--- src/rtl/cache_pkg.sv ---
// Shared types and constants for the direct-mapped write-through cache controller.
package cache_pkg;

    localparam int LINES     = 8;
    localparam int FILL_LAT  = 2;
    localparam int TAG_W     = 4;
    localparam int IDX_W     = 3;
    localparam int ADDR_W    = TAG_W + IDX_W;
    localparam int DATA_W    = 8;
    localparam int MEM_DEPTH = 1 << ADDR_W;
    localparam int FILL_CNT_W = 2;
    localparam logic [DATA_W-1:0] RESET_PAT = 8'h5A;

    // Encodings double as the state code reported on uo_out[7:4].
    typedef enum logic [1:0] {
        IDLE   = 2'd0,
        LOOKUP = 2'd1,
        FILL   = 2'd2,
        RESP   = 2'd3
    } state_t;

    function automatic logic [DATA_W-1:0] backing_init(input logic [ADDR_W-1:0] a);
        return {1'b0, a} ^ RESET_PAT;
    endfunction

endpackage

--- src/rtl/cache_backing_mem.sv ---
// 128x8 backing store: combinational read, synchronous write, reset to a per-address pattern.
module cache_backing_mem
    import cache_pkg::*;
(
    input  logic              clk,
    input  logic              rst,
    input  logic [ADDR_W-1:0] addr,
    input  logic              we,
    input  logic [DATA_W-1:0] wdata,
    output logic [DATA_W-1:0] rdata
);

    logic [MEM_DEPTH-1:0][DATA_W-1:0] mem_vec;

    // Per-entry registers so every byte can return to its pattern on reset.
    genvar gi;
    generate
        for (gi = 0; gi < MEM_DEPTH; gi++) begin : gen_entry
            logic [DATA_W-1:0] byte_reg;
            always_ff @(posedge clk or posedge rst) begin
                if (rst) begin
                    byte_reg <= backing_init(ADDR_W'(gi));
                end else if (we && addr == ADDR_W'(gi)) begin
                    byte_reg <= wdata;
                end
            end
            assign mem_vec[gi] = byte_reg;
        end
    endgenerate

    assign rdata = mem_vec[addr];

endmodule

--- src/rtl/cache_controller.sv ---
// Direct-mapped, write-through, write-allocate cache in front of a 128x8 backing store.
module cache_controller
    import cache_pkg::*;
(
    input  logic       clk,
    input  logic       rst,
    input  logic       ena,
    input  logic [7:0] ui_in,
    input  logic [7:0] uio_in,
    output logic [7:0] uo_out,
    output logic [7:0] uio_out,
    output logic [7:0] uio_oe
);

    state_t state_reg, state_next;

    logic                  req_we_reg;
    logic [ADDR_W-1:0]     req_addr_reg;
    logic [DATA_W-1:0]     req_wdata_reg;
    logic [FILL_CNT_W-1:0] fill_cnt_reg;
    logic                  hit_reg, miss_reg;
    logic [DATA_W-1:0]     rdata_reg, uio_out_reg, uio_oe_reg;

    logic [LINES-1:0]              valid_vec;
    logic [LINES-1:0][TAG_W-1:0]   tag_vec;
    logic [LINES-1:0][DATA_W-1:0]  data_vec;

    logic [TAG_W-1:0]  req_tag;
    logic [IDX_W-1:0]  req_idx;
    logic              lookup_hit;
    logic [DATA_W-1:0] mem_rdata, line_data;

    logic capture, lookup, mem_we, line_we, line_src_mem;
    logic rdata_from_line, rdata_from_mem, fill_inc, fill_clr, finish;

    assign req_tag    = req_addr_reg[ADDR_W-1:IDX_W];
    assign req_idx    = req_addr_reg[IDX_W-1:0];
    assign lookup_hit = valid_vec[req_idx] && (tag_vec[req_idx] == req_tag);
    assign line_data  = line_src_mem ? mem_rdata : req_wdata_reg;

    cache_backing_mem u_mem (
        .clk   (clk),
        .rst   (rst),
        .addr  (req_addr_reg),
        .we    (mem_we),
        .wdata (req_wdata_reg),
        .rdata (mem_rdata)
    );

    always_ff @(posedge clk or posedge rst) begin
        if (rst) state_reg <= IDLE;
        else     state_reg <= state_next;
    end

    always_comb begin
        state_next      = state_reg;
        capture         = 1'b0;
        lookup          = 1'b0;
        mem_we          = 1'b0;
        line_we         = 1'b0;
        line_src_mem    = 1'b0;
        rdata_from_line = 1'b0;
        rdata_from_mem  = 1'b0;
        fill_inc        = 1'b0;
        fill_clr        = 1'b0;
        finish          = 1'b0;
        case (state_reg)
            IDLE: begin
                if (ena) begin
                    capture    = 1'b1;
                    state_next = LOOKUP;
                end
            end
            LOOKUP: begin
                lookup = 1'b1;
                if (req_we_reg) begin
                    mem_we     = 1'b1;
                    line_we    = 1'b1;
                    state_next = RESP;
                end else if (lookup_hit) begin
                    rdata_from_line = 1'b1;
                    state_next      = RESP;
                end else begin
                    fill_clr   = 1'b1;
                    state_next = FILL;
                end
            end
            FILL: begin
                if (fill_cnt_reg == FILL_CNT_W'(FILL_LAT - 1)) begin
                    line_we        = 1'b1;
                    line_src_mem   = 1'b1;
                    rdata_from_mem = 1'b1;
                    state_next     = RESP;
                end else begin
                    fill_inc = 1'b1;
                end
            end
            RESP: begin
                finish     = 1'b1;
                state_next = IDLE;
            end
            default: state_next = IDLE;
        endcase
    end

    always_ff @(posedge clk or posedge rst) begin
        if (rst) begin
            req_we_reg    <= 1'b0;
            req_addr_reg  <= '0;
            req_wdata_reg <= '0;
            fill_cnt_reg  <= '0;
            hit_reg       <= 1'b0;
            miss_reg      <= 1'b0;
            rdata_reg     <= '0;
            uio_out_reg   <= '0;
            uio_oe_reg    <= '0;
        end else begin
            if (capture) begin
                req_we_reg    <= ui_in[7];
                req_addr_reg  <= ui_in[ADDR_W-1:0];
                req_wdata_reg <= uio_in;
            end
            if (fill_clr)      fill_cnt_reg <= '0;
            else if (fill_inc) fill_cnt_reg <= fill_cnt_reg + 1'b1;
            if (lookup) begin
                hit_reg  <= lookup_hit;
                miss_reg <= !lookup_hit;
            end
            if (rdata_from_line)     rdata_reg <= data_vec[req_idx];
            else if (rdata_from_mem) rdata_reg <= mem_rdata;
            // Writes leave the last read byte visible; only the enable drops.
            if (finish) begin
                if (!req_we_reg) uio_out_reg <= rdata_reg;
                uio_oe_reg <= req_we_reg ? 8'h00 : 8'hFF;
            end
        end
    end

    genvar gi;
    generate
        for (gi = 0; gi < LINES; gi++) begin : gen_line
            logic              valid_reg;
            logic [TAG_W-1:0]  tag_reg;
            logic [DATA_W-1:0] data_reg;
            always_ff @(posedge clk or posedge rst) begin
                if (rst) begin
                    valid_reg <= 1'b0;
                    tag_reg   <= '0;
                    data_reg  <= '0;
                end else if (line_we && req_idx == IDX_W'(gi)) begin
                    valid_reg <= 1'b1;
                    tag_reg   <= req_tag;
                    data_reg  <= line_data;
                end
            end
            assign valid_vec[gi] = valid_reg;
            assign tag_vec[gi]   = tag_reg;
            assign data_vec[gi]  = data_reg;
        end
    endgenerate

    assign uo_out  = {2'b00, state_reg, (state_reg != IDLE), (state_reg == RESP), miss_reg, hit_reg};
    assign uio_out = uio_out_reg;
    assign uio_oe  = uio_oe_reg;

endmodule

--- config.mk ---
export PLATFORM = sky130hd
export DESIGN_NAME = cache_controller
export DESIGN_NICKNAME = d
export VERILOG_FILES = /design/src/rtl/cache_pkg.sv /design/src/rtl/cache_backing_mem.sv /design/src/rtl/cache_controller.sv
export SDC_FILE = /design/constraint.sdc
export NUM_CORES = 2
export LEC_CHECK = 0
export CAP_MARGIN = 20
export CORE_MARGIN = 10
export CORE_UTILIZATION = 65
export DETAILED_ROUTE_END_ITERATION = 6
export MAX_ROUTING_LAYER = met4
export PLACE_DENSITY_LB_ADDON = 0.08
export SLEW_MARGIN = 20
export SYNTH_ARGS = -nofsm -noshare
export SYNTH_HDL_FRONTEND = slang
export SYNTH_HIERARCHICAL = 1
export SYNTH_SLANG_ARGS = --single-unit
--- constraint.sdc ---
create_clock -name clk -period 59.6 [get_ports clk]
set_clock_uncertainty 0.1 [all_clocks]
set_input_delay 11.92 -clock clk [delete_from_list [all_inputs] [get_ports clk]]
set_output_delay 11.92 -clock clk [all_outputs]
set_load 0.02 [all_outputs]
# Yosys cells after proc, flatten, opt, wreduce, memory -nomap -nowiden
# Cells that the tools add are included.
dict set report totals {
  elab_cells 489
  input_bits 19
  out_inout_bits 24
  reg_bits 1174
}
dict set report op_classes {
  reduce_logical 146
  magnitude_cmp 2
  n_mux 36
  n_addsub 1
  n_eq_ne 141
  bitwise_logic 1
}
# cell n
set op_table {}
lappend op_table {{7-bit == test, second input constant} 64}
lappend op_table {{7-bit by 6-bit == test with 1-bit output, second input constant} 32}
lappend op_table {{1-bit logical AND} 137}
lappend op_table {{7-bit by 5-bit == test with 1-bit output, second input constant} 16}
lappend op_table {{8-bit binary-select mux with 7-bit select} 1}
lappend op_table {{7-bit by 4-bit == test with 1-bit output, second input constant} 8}
lappend op_table {{8-bit 2-to-1 mux} 6}
lappend op_table {{7-bit by 3-bit == test with 1-bit output, second input constant} 4}
lappend op_table {{8-bit binary-select mux with 3-bit select} 1}
lappend op_table {{1-bit 2-to-1 mux} 19}
lappend op_table {{7-bit by 2-bit == test with 1-bit output, second input constant} 2}
lappend op_table {{4-bit binary-select mux with 3-bit select} 1}
lappend op_table {{3-bit == test, second input constant} 4}
lappend op_table {{7-bit by 8-bit less-than comparator with 1-bit output, second input constant} 1}
lappend op_table {{2-bit 2-to-1 mux} 4}
lappend op_table {{2-bit case mux with 4 select lines} 1}
lappend op_table {{7-bit by 1-bit == test with 1-bit output, second input constant} 1}
lappend op_table {{7-bit logical NOT} 1}
lappend op_table {{3-bit by 2-bit == test with 1-bit output, second input constant} 2}
lappend op_table {{2-bit nonzero test} 3}
lappend op_table {{2-bit by 1-bit == test with 1-bit output, second input constant} 2}
lappend op_table {{2-bit == test, second input constant} 2}
lappend op_table {{4-bit == test} 1}
lappend op_table {{3-bit by 4-bit less-than comparator with 1-bit output, second input constant} 1}
lappend op_table {{other kinds (11)} 13}

# Logic depth before layout (Yosys ltp)
dict set report depth {
  word_depth 8
  ltp_mapped 13
}

# Hierarchy
# Netlist, hierarchy kept.
# mod cells_per_inst seq_area_each_um2 n_inst area_each_um2
set by_module_without_submodules {}
lappend by_module_without_submodules {cache_backing_mem 3072 26185.1 1 48103.6}
lappend by_module_without_submodules {cache_controller 520 3578.4 1 6429.9}

# Worst setup path after synthesis
# Ideal clock, no wire load.
dict set report synth_timing {
  path_type {input -> register}
  from {in ena}
  to {reg req_addr_reg[0]}
  setup_ps 125
  path_slack_ps 46559
  n_path_buf 1
  stages 3
  arrival_time_ps 12817
  required_ps 59375
  path_cell_list {nand2_1 clkbuf_1 mux2_2}
}
dict set report synth_between {
  elab_chain_len 2
}
# element line_no
set synth_lines {}
lappend synth_lines {{from (decl)} cache_controller.sv:7} ;# input logic ena,
lappend synth_lines {{1-bit 2-to-1 mux} cache_controller.sv:69} ;# if (ena) begin
lappend synth_lines {{1-bit 2-to-1 mux} cache_controller.sv:67} ;# case (state_reg)
lappend synth_lines {{to (signal assigned)} cache_controller.sv:120} ;# req_addr_reg <= ui_in[ADDR_W-1:0];
lappend synth_lines {{to (decl)} cache_controller.sv:18} ;# logic [ADDR_W-1:0] req_addr_reg;
# Every way passes these cells.
# A chain may end at the register's enable or synchronous reset.

==> impl_summary.log <==
[metrics] total of max-cap violations: 0
[metrics] area share of the largest cell type after synthesis: between 30% and 40%
[metrics] most common cell in the synthesized netlist: sky130_fd_sc_hd__mux2_2
[metrics] required time at the worst-slack endpoint: around 60 ns
[metrics] clock insertion delay at the later pin of the skew report: between 0.6 and 0.7 ns
[metrics] Overflow after GRT: 0
[metrics] Synth Area in Adders: less than 1%
[metrics] post-CTS setup buffer count: 0
[metrics] number of nets in the final layout: 3550
[metrics] area taken by multi-input logic gates: between 20000 and 25000 sq um
[metrics] setup TNS after final layout: 0 ns
[metrics] total number of placement rows: approximately 110
[metrics] instance count of the mapped netlist: 3592
[metrics] number of setup violations in the final report: 0
[metrics] crit share post-route: between 20% and 30%
[metrics] netlist area before placement: 54500 sq um
[metrics] total clock buffers created by CTS: ~120
[metrics] initial core utilization: 65.4%
[metrics] part of the Yosys area used for sequential elements: 54.6%
[metrics] fraction of final layout cells with drive strength greater than 1: 60.6%
[metrics] post-synthesis share of cell area spent on xor and xnor gates: 0.0803%
[metrics] Boundary Pins: 43
[metrics] clock tree buffer depth: 3
[metrics] cell type with the highest aggregate area in the netlist: sky130_fd_sc_hd__dfrtp_1
[metrics] max FFs per register: around 1000
[metrics] area fraction in and, or, nand and nor cells after synthesis: under 10%
[metrics] most frequent cell on the critical path: sky130_fd_sc_hd__buf_4
[metrics] Setup crit end kind: asynchronous set/reset pin
[metrics] initial antenna violation count: 2
[metrics] via total after detailed routing: ~31000
[metrics] global placement routability congestion: 0.878
[metrics] Final HPWL DP: 85800 um
[metrics] Final Core Density: ~70%
[metrics] shortest clock period the worst path allows after layout: approximately 15 ns
[metrics] portion of netlist area occupied by mux cells: between 30% and 40%
[metrics] post-DR wirelength/cell: approximately 29 um
[metrics] Die Y-Extent: 310 um
[metrics] cell types with the highest counts after synthesis: sky130_fd_sc_hd__mux2_2, sky130_fd_sc_hd__dfrtp_1, sky130_fd_sc_hd__dfstp_2
[metrics] PD cells: ~48 nW/um^2
[metrics] hold bufs inserted after CTS: 0
[metrics] Critical Path AT: between 15 and 20 ns
[metrics] ordered list of cells on the worst path: clkdlybuf4s50_1, inv_8, buf_4, buf_6, buf_4
[metrics] area growth from synthesis to layout: 8.92%
[metrics] number of routed nets with antenna violations: 0
[metrics] area fraction in compound gates after synthesis: under 10%
[metrics] yosys warns: 6
[metrics] commonest register cell after synthesis: sky130_fd_sc_hd__dfrtp_1
[metrics] Total Die Area: 95900 sq um
[metrics] number of optimization iterations in the first detailed-route pass: 5
[metrics] count of input and output buffers: 40
[metrics] startpoint kind of the worst setup timing path: primary input
[metrics] global-route wire length before repair: about 210000 um
[metrics] total routing usage reported by global routing: between 20 and 30%
[metrics] Crit path largest cell delay: between 0.8 and 0.9 ns
[metrics] Tightest Pin Transition: approximately 1.2 ns
[metrics] Mapped Avg Cell Area: approximately 15 sq um
[metrics] post-CTS sizing: 0
[metrics] worst max-slew margin expressed relative to the limit: a little under a fifth
[metrics] mean number of vias per cell: ~6.7
[metrics] run status: finished clean
[metrics] width of the die: a little over 300 um
[metrics] initial detailed-routing violation count: 2604
[metrics] Synth Register Bits: between 1000 and 1500
[metrics] Core Footprint: 83400 sq um
[metrics] category of the critical setup timing path: primary input to asynchronous set/reset pin
[metrics] peak ir drop on the vdd network: around 46 uV
[metrics] worst min-delay path category: flip-flop to flip-flop
[metrics] FILL cells: approximately 5300
[metrics] Clock Sinks: 1167
[metrics] Static Leakage: between 20 and 30 nW
[metrics] number of enable-type register cells in the synthesized netlist: 0
[metrics] biggest fanout along the worst timing path: approximately 120
[metrics] via count of the first global-routing pass: ~33000
[metrics] number of unique standard cell types used by synthesis: 63
[metrics] Clk pin slew, worst setup/hold paths: roughly 0.06 ns
[metrics] Hold Vio Cnt, Final: 0
[metrics] maximum number of pins on one net before global-route repair: slightly below 200
[metrics] proportion of synthesized flip-flops having asynchronous set or reset: 100%
[metrics] number of max-slew violations in the final report: 0
[metrics] Peak Freq: 65.9 MHz
[metrics] CTS Root Buffer Type: sky130_fd_sc_hd__clkbuf_16
[metrics] DRC violations left: 0
[metrics] Area contributors post-synth: sky130_fd_sc_hd__dfrtp_1, sky130_fd_sc_hd__mux2_2, sky130_fd_sc_hd__dfstp_2
[metrics] total area of sequential cells: 29800 sq um
[metrics] crit path max-delay cell type: sky130_fd_sc_hd__buf_4
[metrics] combinational family with the most area after synthesis: multiplexers
[metrics] unrepaired setup endpoints after global routing: no
[metrics] total wirelength of the detailed-routed design: approximately 140000 um
[metrics] number of H-tree branching levels: 3
[metrics] TritonCTS clock tree: built
[metrics by stage]
stage	std cells	hold WS [ns]	power (W)	area (sq um)	worst slack, ns
5_1_grt	4711	0.385	0.00294	59400	43.92
4_1_cts	4709	0.366	0.00283	59400	44.00
3_5_place_dp	4484	0.348	0.00207	55400	43.29
6_report	4712	0.364	0.00282	59400	44.42
2_1_floorplan	3593	0.325	0.00179	54500	19.51
3_3_place_gp	4484	0.341	0.00202	55400	43.47
[cell families after synthesis]
family	count (synthesis)
AND/OR/NAND/NOR	400
adder cells (fa/ha/maj)	6
AO/OA/AOI/OAI	228
XOR/XNOR	5
other	1
buffers and inverters	290
flip-flops	1167
multiplexers	1495
[power by group]
part / switching (W) / internal, W
Sequential: 0.000161 / 0.00102
Clock: 0.000307 / 0.000444
Combinational: 0.000512 / 0.000375
Total: 0.000981 / 0.00184
[per-layer routing]
layer / track usage [%] / part of all wire [%] / vias to the layer above
li1: - / - / 13088
met1: 40.2 / 43 / 17005
met2: 45.8 / 48 / 1056
met3: 4.82 / 6.3 / 241
met4: 8.94 / 3.1 / 0
met5: - / 0 / -
[critical path: cells and delay by family]
kind / cells / cell delay [ns]
buffers and inverters: 5 / 3.60
[cell type report]
class | instances | share of cell area, %
antenna | 2 | 0.00843
clock buffer | 189 | 6.08
clock inverter | 36 | 0.649
inverter | 11 | 0.0906
multi-input combinational | 2136 | 39.3
sequential | 1167 | 50.2
tap | 1080 | 2.28
timing repair buffer | 91 | 1.43
[path summary, 6_finish.rpt]
| kind | start | end | slack (ns) | depth (start not counted) |
|---|---|---|---|---|
| setup reg to reg | req_addr_reg[1] | gen_line[4].data_reg[3] | 52.03 | 12 |
| max in group clk | state_reg[0] | uo_out[3] | 45.45 | 4 |
| min in group asynchronous | rst | miss_reg | 11.76 | 2 |
| hold reg to reg | gen_line[5].valid_reg | gen_line[5].valid_reg | 0.36 | 1 |
| hold / removal | gen_line[5].valid_reg | gen_line[5].valid_reg | 0.36 | 1 |
| setup / recovery | rst | u_mem/gen_entry[28].byte_reg[0] | 44.42 | 5 |
[layout by cell type (no fill, tap or decap), types with 6 or more instances in the layout]
master,n
sky130_fd_sc_hd__ha_1,6
sky130_fd_sc_hd__nand2_2,7
sky130_fd_sc_hd__a21oi_1,60
sky130_fd_sc_hd__and3_1,12
sky130_fd_sc_hd__bufinv_16,7
sky130_fd_sc_hd__nand2b_1,18
sky130_fd_sc_hd__buf_4,44
sky130_fd_sc_hd__dfrtp_1,708
sky130_fd_sc_hd__clkinv_2,21
sky130_fd_sc_hd__dfrtp_4,11
sky130_fd_sc_hd__clkdlybuf4s50_1,40
sky130_fd_sc_hd__o21ai_0,57
sky130_fd_sc_hd__inv_1,9
sky130_fd_sc_hd__mux2_2,1130
sky130_fd_sc_hd__or2_2,8
sky130_fd_sc_hd__o22ai_1,37
sky130_fd_sc_hd__dfstp_2,448
sky130_fd_sc_hd__nand2_1,106
sky130_fd_sc_hd__a22oi_1,41
sky130_fd_sc_hd__mux4_1,14
sky130_fd_sc_hd__nor3_1,14
sky130_fd_sc_hd__nand3_2,6
sky130_fd_sc_hd__clkbuf_16,120
sky130_fd_sc_hd__nor2_2,79
sky130_fd_sc_hd__mux4_2,225
sky130_fd_sc_hd__clkbuf_1,34
sky130_fd_sc_hd__nand3_1,17
sky130_fd_sc_hd__a221oi_1,7
sky130_fd_sc_hd__mux2i_1,95
sky130_fd_sc_hd__nor4_1,8
sky130_fd_sc_hd__mux2_1,26
sky130_fd_sc_hd__nor2b_1,12
sky130_fd_sc_hd__clkbuf_8,35
sky130_fd_sc_hd__nor2_1,55
sky130_fd_sc_hd__nor2_4,28
Power figures use the tool's default switching activity.
